$ cat config.mk
export PLATFORM = sky130hd
export DESIGN_NAME = freq_div_ratio_arb
export DESIGN_NICKNAME = d
export VERILOG_FILES = /design/src/rtl/freq_div_pkg.sv /design/src/rtl/rr_arbiter.sv /design/src/rtl/freq_div_ratio_arb.sv
export SDC_FILE = /design/constraint.sdc
export NUM_CORES = 1
export LEC_CHECK = 0
export CAP_MARGIN = 25
export CORE_UTILIZATION = 35
export CTS_BUF_LIST = sky130_fd_sc_hd__clkbuf_16
export DETAILED_ROUTE_END_ITERATION = 8
export HOLD_SLACK_MARGIN = 0.05
export SLEW_MARGIN = 30
export SYNTH_ARGS = -nofsm -noshare
export SYNTH_HDL_FRONTEND = slang
export SYNTH_SLANG_ARGS = --single-unit
$ cat constraint.sdc
create_clock -name clkin -period 3.7 [get_ports clkin]
set_input_delay 0.37 -clock clkin [delete_from_list [all_inputs] [get_ports clkin]]
set_output_delay 0.37 -clock clkin [all_outputs]
set_load 0.01 [all_outputs]
$ cat src/rtl/freq_div_pkg.sv
// Shared constants and FSM encoding for the divider ratio-update arbiter.
package freq_div_pkg;

  localparam int RATIO_W     = 10;
  localparam int MIN_RATIO   = 2;
  localparam int DEF_TMO_CYC = 255;

  typedef enum logic [2:0] {
    IDLE,
    CHECK,
    DREQ,
    DREL,
    DONE
  } state_t;

  function automatic int idx_w(input int n);
    return (n > 1) ? $clog2(n) : 1;
  endfunction

endpackage

$ cat src/rtl/rr_arbiter.sv
// Round-robin arbiter: one-hot grant to the first requester after i_last_grant.
module rr_arbiter
  import freq_div_pkg::*;
#(
  parameter int NREQ  = 4,
  parameter int IDX_W = idx_w(NREQ)
) (
  input  logic [NREQ-1:0]  i_req,
  input  logic [IDX_W-1:0] i_last_grant,
  output logic [NREQ-1:0]  o_gnt
);

  always_comb begin
    int pos;
    // NOTE: every output of a combinational block gets a default before any
    // conditional assignment, otherwise synthesis infers a latch.
    o_gnt = '0;
    pos   = 0;
    // Scan from farthest to nearest so the nearest pending requester wins.
    for (int k = NREQ; k >= 1; k--) begin
      pos = (int'(i_last_grant) + k) % NREQ;
      if (i_req[IDX_W'(pos)]) begin
        o_gnt                = '0;
        o_gnt[IDX_W'(pos)]   = 1'b1;
      end
    end
  end

endmodule

$ cat src/rtl/freq_div_ratio_arb.sv
// Arbitrates NREQ ratio-update requesters onto a single divider update
// handshake, rejecting ratios below MIN_RATIO and timing out a silent divider.
module freq_div_ratio_arb
  import freq_div_pkg::*;
#(
  parameter int NREQ    = 4,
  parameter int RATIO_W = freq_div_pkg::RATIO_W,
  parameter int TMO_CYC = DEF_TMO_CYC
) (
  input  logic                      clkin,
  input  logic                      rst,
  input  logic [NREQ-1:0]           req,
  input  logic [NREQ*RATIO_W-1:0]   req_ratio,
  output logic [NREQ-1:0]           ack,
  output logic                      err,
  output logic [RATIO_W-1:0]        div_ratio,
  output logic                      div_upd_req,
  input  logic                      div_upd_ack,
  output logic                      busy
);

  localparam int                 IDX_W     = idx_w(NREQ);
  localparam int                 CNT_W     = $clog2(TMO_CYC + 1);
  localparam logic [CNT_W-1:0]   TMO_LAST  = CNT_W'(TMO_CYC - 1);
  localparam logic [RATIO_W-1:0] RATIO_MIN = RATIO_W'(MIN_RATIO);

  state_t             r_state, w_state_nxt;
  logic [IDX_W-1:0]   r_idx, r_last_grant, w_gnt_idx;
  logic [RATIO_W-1:0] r_ratio, r_div_ratio, r_ok_ratio;
  logic [CNT_W-1:0]   r_cnt;
  logic               r_err;
  logic [NREQ-1:0]    w_req_pend, w_gnt;
  logic               w_timeout;

  assign w_req_pend = req & ~ack;
  assign w_timeout  = (r_cnt == TMO_LAST);

  rr_arbiter #(
    .NREQ  (NREQ),
    .IDX_W (IDX_W)
  ) u_rr_arbiter (
    .i_req        (w_req_pend),
    .i_last_grant (r_last_grant),
    .o_gnt        (w_gnt)
  );

  always_comb begin
    w_gnt_idx = '0;
    for (int i = 0; i < NREQ; i++)
      if (w_gnt[i]) w_gnt_idx = IDX_W'(i);
  end

  always_comb begin
    w_state_nxt = r_state;
    case (r_state)
      IDLE:    if (|w_req_pend) w_state_nxt = CHECK;
      CHECK:   w_state_nxt = (r_ratio < RATIO_MIN) ? DONE : DREQ;
      DREQ:    if (div_upd_ack || w_timeout) w_state_nxt = DREL;
      DREL:    if (!div_upd_ack || w_timeout) w_state_nxt = DONE;
      DONE:    if (!req[r_idx]) w_state_nxt = IDLE;
      default: w_state_nxt = IDLE;
    endcase
  end

  // NOTE: sequential state uses non-blocking assignments so every register
  // samples pre-edge values regardless of statement order.
  always_ff @(posedge clkin or posedge rst) begin
    if (rst) begin
      r_state      <= IDLE;
      r_idx        <= '0;
      r_last_grant <= IDX_W'(NREQ - 1);
      r_ratio      <= RATIO_MIN;
      r_div_ratio  <= RATIO_MIN;
      r_ok_ratio   <= RATIO_MIN;
      r_cnt        <= '0;
      r_err        <= 1'b0;
    end else begin
      r_state <= w_state_nxt;
      if (w_state_nxt != r_state)
        r_cnt <= '0;
      else if ((r_state == DREQ || r_state == DREL) && r_cnt != '1)
        r_cnt <= r_cnt + 1'b1;

      case (r_state)
        IDLE: if (|w_req_pend) begin
          r_idx   <= w_gnt_idx;
          r_ratio <= req_ratio[w_gnt_idx*RATIO_W +: RATIO_W];
        end
        CHECK: if (r_ratio < RATIO_MIN) r_err <= 1'b1;
               else                     r_div_ratio <= r_ratio;
        // A divider that never acked keeps its old ratio, so restore it.
        DREQ: if (div_upd_ack) r_ok_ratio <= r_div_ratio;
              else if (w_timeout) begin
                r_err       <= 1'b1;
                r_div_ratio <= r_ok_ratio;
              end
        DREL: if (div_upd_ack && w_timeout) r_err <= 1'b1;
        DONE: if (!req[r_idx]) begin
          r_last_grant <= r_idx;
          r_err        <= 1'b0;
        end
        default: ;
      endcase
    end
  end

  always_comb begin
    ack = '0;
    if (r_state == DONE) ack[r_idx] = 1'b1;
  end

  assign err         = (r_state == DONE) && r_err;
  assign div_ratio   = r_div_ratio;
  assign div_upd_req = (r_state == DREQ);
  assign busy        = (r_state != IDLE);

endmodule
==> metrics, run 1 <==
status finished, final reports clean; hold path depth 1; Largest stage delay, worst path 0.73 ns; period utilisation layout a little over nine tenths; LEAKAGE between 1.5 and 2 nW; Post-route DRC 0; part of the power in combinational logic 63.4%; Synth Register Bits 46; Setup crit end kind flip-flop; Cell Pwr Density 902 nW/um^2; FF-to-FF setup slack 0.17 ns; RSZ-0062 raised after global routing no; Syn Inst Count 419; largest net degree at the start of global routing 47; DRT iter0 DRCs 204; min-delay src r_ok_ratio[7]; Rows 37; required time of the critical path roughly 3.9 ns; initial antenna violation count 0; EDFF count, synth 0; Max Clock Freq about 280 MHz; share of post-route cells with drive strength above 1 13.4%; first-pass GRT wire length about 17 mm; hold buffer count at CTS 0; Die ar. 11000 sq um; register area share after synthesis 31.2%; Distinct cells, synth 66; max cap viols 0; worst path arrival time 3.68 ns; hold crit path type reg2reg; DR vias/cell about 5.8; P_sw 0.00199 W; CTS tree done; via count 3517; clock skew roughly 0.011 ns; area growth from synthesis to layout 25.2%; R2R depth 10; Buf+Inv Stages, Crit Path 2; drt pass-1 iters 5; CTS Buf Count 5; Antenna diodes 0; WS Path Type reg2reg; H-tree levels 2; # nets final 525; synth top area cells dfrtp_1 (28%), o2111ai_1 (4.7%), nor4b_2 (4.5%); GRT Util Overall 18.4%; r2r endpoint r_ratio[7]; post_cts resized 0; Root Driver clkbuf_16; Die X-Extent 105 um; die height 105 um; vias in the first global route 3336; Slew @ Worst Pin 0.718 ns; Post-Syn Nets 476; Overflow after GRT 0; Synth top area share 27.7%; Peak VDD IR 0.337 mV; Reg-to-Reg Start r_last_grant[0]; Top Ports 64; relative slew slack 51.8%; core area 10300 sq um; final WL 10.1 mm; CP delay by family, top compound AO/OA/AOI/OAI gates; clock power share 12.1%; fin crit period 3.53 ns; cell taking the most area after synthesis dfrtp_1; setup bufs post-CTS 0; CP cell instances inv_1, ha_1, nand2b_1, a21oi_1, a211oi_1, o221a_1, buf_4, nor4b_2, o311ai_1, a31oi_1; setup tns final 0 ns; CTS sink cnt 46; YS warnings 0; DPL Wire Length 7.49 mm; WP depth 10; clk slew on worst S/H paths around 0.07 ns; design area roughly 4600 sq um; Initial Utilization about 36%; Critical Path Fanout Max 16; Skew-Pair Late Insertion Delay 0.29 ns; clock buffer depth 2; Flop pwr share 24.6%; asr flop ratio synth 100%; Startpoint Class flip-flop; top_reg_cell synth dfrtp_1; post-route ant nets 0; DR WL/cell 16.6 um; Power, Total roughly 0.0042 W; Hold Slack 0.513 ns; gpl congestion a little over 0.9; Sw Share 47.5%; Hold Fails Final Rpt 0; Syn Area/Cell 8.84 sq um; Crit-path slowest cell dfstp_2; Min-Delay Endpoint r_ok_ratio[7]; Placed Area roughly 4500 sq um; I/O Buffers 63; P_int 0.00219 W; count of final max-slew check failures 0; Setup-failing EPs final 0; post-synthesis cell area 3710 sq um
[area by class of cell]
| class | count | area (sq um) |
|---|---|---|
| Clock inverter | 3 | 41.3 |
| Clock buffer | 5 | 125 |
| Sequential cell | 46 | 1160 |
| Tap cell | 136 | 170 |
| Fill cell | 1059 | 5640 |
| Multi-Input combinational cell | 320 | 2350 |
| Timing Repair Buffer | 75 | 721 |
| Inverter | 20 | 75.1 |
[cells by family after synthesis]
kind of cell               after synthesis  synth area share (%)
buffers and inverters                   53                  5.91
muxes                                   26                  8.41
AOI/OAI and AO/OA                      140                  28.1
adders and majority gates               10                  3.38
xor gates and xnor gates                 7                  1.65
and+or+nand+nor                        137                  21.4
DFF                                     46                  31.2
[Yosys cell counts, drive strengths merged, types with 3 or more instances]
library cell  number
a211o             11
a211oi            12
a21boi             6
a21oi             27
a31oi             13
buf                9
clkbuf            24
dfrtp             41
dfstp              5
ha                10
inv               19
mux2              11
mux2i             12
mux4               3
nand2             25
nand2b            15
nand3             25
nand4              3
nor2              38
nor3               3
nor4b             11
o2111ai           20
o21ai             13
o221a              4
o22ai              4
o311ai            10
xnor2              3
xor2               4
[power groups by stage]
stage                     sequential, W  clock, W  combinational (W)
final                           0.00103  0.000505            0.00265
after global placement          0.00102         0            0.00257
after CTS                       0.00103  0.000514            0.00263
after floorplan                0.000924         0            0.00201
after global routing            0.00107  0.000534            0.00289
after detailed placement        0.00104         0            0.00262
[worst max-delay path by stage]
stage | start | to | slack (ns)
3_3_place_gp | r_last_grant[0] | r_ratio[5] | 0.40
6_report | r_last_grant[0] | r_ratio[7] | 0.17
4_1_cts | r_last_grant[0] | r_ratio[7] | 0.26
5_1_grt | r_last_grant[0] | r_idx[0] | 0.06
3_5_place_dp | r_last_grant[0] | r_ratio[7] | 0.26
2_1_floorplan | r_last_grant[1] | r_ratio[0] | 0.80
[stage by stage]
| stage | util, % | cells | worst slack (ns) |
|---|---|---|---|
| 2_1_floorplan | - | 419 | 0.796 |
| 3_3_place_gp | 43.4 | 597 | 0.405 |
| 3_5_place_dp | 43.5 | 597 | 0.260 |
| 4_1_cts | 45.1 | 605 | 0.263 |
| 5_1_grt | 45.1 | 605 | 0.0577 |
| 6_report | 45.1 | 605 | 0.174 |
[placed cells by master, fill, tap and decap left out, drive strengths merged, types with 5 or more instances in the layout]
master,instances
clkdlybuf4s50,63
dfrtp,41
nor2,38
a21oi,27
nand3,25
nand2,25
o2111ai,20
inv,19
nand2b,15
a31oi,13
o21ai,13
mux2i,12
a211oi,12
buf,12
nor4b,11
a211o,11
mux2,11
o311ai,10
ha,10
a21boi,6
clkbuf,5
dfstp,5
[routing by layer]
metal	up-vias	share of wire (%)	global-route usage, %	wire length [um]
met5	-	0	0	0
li1	1707	-	-	-
met2	92	48	29.6	4790
met4	0	1.2	5.13	124
met1	1708	48	25.8	4800
met3	10	3.5	2.18	355
[worst register-to-register path, cell delays in order (launching register included)]
cell and delay [ns]:
dfstp_2 0.73, inv_1 0.20, ha_1 0.57, nand2b_1 0.16
a21oi_1 0.06, a211oi_1 0.65, o221a_1 0.29, buf_4 0.21
nor4b_2 0.08, o311ai_1 0.30, a31oi_1 0.15
[registers in the layout, summed over array words and instances (netlist names)]
name,count
div_ratio,10
r_ok_ratio,10
r_ratio,10
r_cnt,8
r_state,3
r_idx,2
r_last_grant,2
r_err,1
(Power assumes the default switching activity.)
==> run 2: changes to the inputs <==
Settings changed: SLEW_MARGIN 30 to 5.
==> metrics, run 2 (same netlist as run 1, synthesis figures left out) <==
final WL 10.2 mm; Hold Fails Final Rpt 0; commonest non-fill, non-tap cells in the layout clkdlybuf4s50_1 (63), dfrtp_1 (41), nor2_1 (37), a21oi_1 (27); Top Ports 64; largest net degree at the start of global routing 47; FF-to-FF setup slack around 0.29 ns; Setup-failing EPs final 0; r2r endpoint r_ratio[0]; core area 10300 sq um; RSZ-0062 raised after global routing no; status finished, final reports clean; Sw Share 47.5%; first-pass GRT wire length 16.8 mm; LEAKAGE around 1.7 nW; DR WL met3 495 um; H-tree levels 2; Min-Delay Endpoint r_ok_ratio[4]; via count 3537; max layer used met4; Skew-Pair Late Insertion Delay 0.29 ns; CTS sink cnt 46; Reg-to-Reg Start r_last_grant[0]; DR WL/cell ~17 um; Cell Pwr Density 904 nW/um^2; part of the power in combinational logic between 60% and 70%; relative slew slack between 50% and 60%; count of final max-slew check failures 0; clock buffer depth 2; required time of the critical path 3.90 ns; setup tns final 0 ns; Antenna diodes 0; fin crit period 3.41 ns; clock power share 12.1%; WL met2 4.67 mm; worst path arrival time 3.62 ns; Critical Path Fanout Max 16; share of post-route cells with drive strength above 1 13.6%; period utilisation layout 92.3%; I/O Buffers 63; CTS tree done; R2R depth 9; P_sw 0.00199 W; die height 105 um; clk slew on worst S/H paths ~0.07 ns; # nets final 526; vias in the first global route 3348; DRT iter0 DRCs ~160; DPL Wire Length 7.55 mm; Die ar. between 10000 and 15000 sq um; drt pass-1 iters 4; Flop pwr share 24.5%; Startpoint Class flip-flop; initial antenna violation count 0; min-delay src r_ok_ratio[4]; Rows 37; max cap viols 0; Initial Utilization 36.1%; Peak VDD IR 0.421 mV; clock skew ~0.01 ns; CTS Buf Count 5; Root Driver clkbuf_16; Max Clock Freq around 300 MHz; hold crit path type reg2reg; Overflow after GRT 0; hold path depth 1; Hold Slack between 0.5 and 0.6 ns; Post-route DRC 0; post-route ant nets 0; commonest non-fill, non-tap cell in the layout clkdlybuf4s50_1; gpl congestion about 0.9; Slew @ Worst Pin 0.673 ns; GRT Util Overall between 10% and 20%; area growth from synthesis to layout 25.3%; Die X-Extent around 100 um; final core occ 45.2%; met1 WL roughly 4.9 mm; P_int 0.00220 W; DR vias/cell 5.84; WS Path Type reg2reg; Setup crit end kind flip-flop
[run 2: changes by cell type in the layout (fill, tap and decap cells not counted), sizes merged]
| cell | delta |
|---|---|
| buf | +1 |
[run 2: final cells by class]
cell class              count  area [sq um]
inverters                  20          75.1
clock inverters             3          41.3
multi-input cells         320          2350
flip-flops and latches     46          1160
well taps                 136           170
clock buffers               5           125
fillers                  1047          5630
repair buffers             76           728
[run 2: power groups by stage]
stage / registers [W] / clock network (W) / logic (W)
floorplan: 0.000924 / 0 / 0.00201
global placement: 0.00102 / 0 / 0.00257
detailed placement: 0.00104 / 0 / 0.00262
CTS: 0.00103 / 0.000512 / 0.00263
global route: 0.00108 / 0.000530 / 0.00291
finish: 0.00103 / 0.000507 / 0.00266
[run 2: how the worst max path moves through the flow]
stage / end / cells after the start / from
after floorplan: r_ratio[0] / 10 / r_last_grant[1]
after global placement: r_ratio[5] / 9 / r_last_grant[0]
after detailed placement: r_ratio[7] / 9 / r_last_grant[0]
after CTS: r_ratio[7] / 9 / r_last_grant[0]
after global routing: r_ratio[7] / 9 / r_last_grant[0]
final: r_ratio[0] / 9 / r_last_grant[0]
[run 2: metal layers]
| metal | vias up | track usage [%] |
|---|---|---|
| met5 | - | 0 |
| met4 | 0 | 5.03 |
| li1 | 1706 | - |
| met2 | 111 | 30.5 |
| met3 | 18 | 2.25 |
| met1 | 1702 | 25.8 |
[run 2: metrics by stage]
step           worst slack [ns]  total power, W  area [sq um]  cells
3_3_place_gp              0.405         0.00359          4460    597
5_1_grt                  0.0389         0.00452          4640    606
4_1_cts                   0.266         0.00417          4630    606
2_1_floorplan             0.796         0.00294          3710    419
6_report                  0.285         0.00420          4640    606
3_5_place_dp              0.269         0.00366          4470    598
[run 2: worst max-delay path, cell delays in order, from the launching register on]
cell and delay, ns:
dfstp_2 0.74, inv_1 0.20, ha_1 0.58, nand2b_1 0.17
a21oi_1 0.07, a211o_1 0.33, a221oi_1 0.43, o22a_1 0.44
nand3_1 0.15, a31oi_1 0.21
[run 2: repair_timing]
item	CTS	global route
setup endpoints to repair	0	2
gates resized for setup	0	2
buffers inserted	0	0
hold buffers	0	0
==> run 3: changes to the inputs <==
Settings changed: CORE_MARGIN set to 2, MAX_ROUTING_LAYER set to met4.
==> metrics, run 3 (same netlist as run 1, synthesis figures left out) <==
status finished, final reports clean; WL met2 4.66 mm; count of final max-slew check failures 0; share of post-route cells with drive strength above 1 between 10 and 15%; fin crit period 3.38 ns; Rows 37; Antenna diodes 0; via count 3492; Critical Path Fanout Max 16; Skew-Pair Late Insertion Delay a little under 0.3 ns; Die X-Extent 107 um; first-pass GRT wire length 16.6 mm; CTS tree done; Setup-failing EPs final 0; core area a little over 10000 sq um; CP cell instances inv_1, ha_1, nand2b_1, a21oi_1, a211o_1, a221oi_1, o22a_1, nand3_1, a31oi_1; I/O Buffers between 60 and 70; worst path arrival time 3.59 ns; Max Clock Freq 296 MHz; setup bufs post-CTS 0; drt pass-1 iters 5; setup tns final 0 ns; clk slew on worst S/H paths roughly 0.060 ns; H-tree levels 2; FILL cells 984; commonest non-fill, non-tap cells in the layout clkdlybuf4s50_1 (63), dfrtp_1 (41), nor2_1 (37), a21oi_1 (27); CTS sink cnt 46; WS Path Type reg2reg; die height around 110 um; Largest stage delay, worst path 0.75 ns; # nets final about 530; Setup crit end kind flip-flop; Finished Layout Cells 606; final WL 10.1 mm; Initial Utilization 35.9%; vias in the first global route 3319; DR WL met3 around 420 um; LEAKAGE 1.74 nW; period utilisation layout between 90% and 100%; Root Driver clkbuf_16; hold crit path type reg2reg; Slew @ Worst Pin 0.718 ns; CP delay by family, top compound AO/OA/AOI/OAI gates; Buf+Inv Stages, Crit Path 1; clock skew 0.00454 ns; Crit-path slowest cell dfstp_2; Post-route DRC 0; Power, Total 0.00419 W; DPL Wire Length 7.51 mm; relative slew slack 52.1%; dpl cells approximately 600; Peak VDD IR 0.413 mV; met1 WL roughly 4.9 mm; Cell Pwr Density 902 nW/um^2; Startpoint Class flip-flop; DR vias/cell 5.76; Overflow after GRT 0; Die ar. 11400 sq um; Hold Fails Final Rpt 0; max cap viols 0; hold buffer count at CTS 0; DR WL/cell ~17 um; CTS Buf Count 5; DRT iter0 DRCs roughly 260; GRT Util Overall 18.3%; initial antenna violation count 0; RSZ-0062 raised after global routing no; gpl congestion around 0.9; max layer used met4; post-route ant nets 0; area growth from synthesis to layout 25.3%; clock buffer depth 2; commonest non-fill, non-tap cell in the layout clkdlybuf4s50_1; largest net degree at the start of global routing 47; Top Ports 64; required time of the critical path approximately 3.9 ns
-- run 3: cell counts in the layout (fill, tap and decap cells not counted) --
No cell type changed its count.
-- run 3: what timing repair did --
item | 4_1_cts | 5_1_grt
gates resized for setup | 0 | 2
endpoints found under the hold margin | 0 | 0
setup endpoints to repair | 0 | 2
-- run 3: cell type report --
class,instances,area [sq um],share of cell area (%)
clock inverter,3,41.3,0.889
inverter,20,75.1,1.62
sequential,46,1160,24.9
multi-input combinational,320,2350,50.5
timing repair buffer,76,728,15.7
tap,136,170,3.66
clock buffer,5,125,2.69
-- run 3: metrics by stage --
step           setup WS (ns)  util, %  hold WS, ns  area (sq um)
2_1_floorplan          0.796        -        0.478          3710
3_3_place_gp           0.393     43.3        0.488          4470
3_5_place_dp           0.280     43.3        0.497          4470
4_1_cts                0.260     44.9        0.511          4630
5_1_grt                0.126     45.0        0.525          4640
6_report               0.322     45.0        0.509          4640
-- run 3: metal layers --
metal | GRT usage [%] | up-vias
met1 | 25.4 | 1669
met4 | 4.82 | 0
met2 | 28.4 | 98
met3 | 2.31 | 13
li1 | - | 1712
met5 | - | -
-- run 3: worst reg2reg max path, cell delays in order (launching register included) --
cell and delay, ns:
dfstp_2 0.75, inv_1 0.21, ha_1 0.60, nand2b_1 0.16, a21oi_1 0.07, a211o_1 0.35
a221oi_1 0.38, o22a_1 0.43, nand3_1 0.18, a31oi_1 0.18
-- run 3: report_power, final --
group          total [W]  internal [W]  switching, W
combinational    0.00265       0.00113       0.00152
clock           0.000504      0.000316      0.000188
sequential       0.00103      0.000752      0.000277
-- run 3: final timing paths --
| check | startpoint | end | slack [ns] | depth (start not counted) |
|---|---|---|---|---|
| worst max-delay path | r_last_grant[0] | r_ratio[2] | 0.32 | 9 |
| worst min-delay path | r_ok_ratio[6] | r_ok_ratio[6] | 0.51 | 1 |
| worst max register to register | r_last_grant[0] | r_ratio[2] | 0.32 | 9 |
| worst min register to register | r_ok_ratio[6] | r_ok_ratio[6] | 0.51 | 1 |
| max in group asynchronous | rst | r_cnt[6] | 2.77 | 3 |
| min in group asynchronous | rst | div_ratio[5] | 0.54 | 3 |
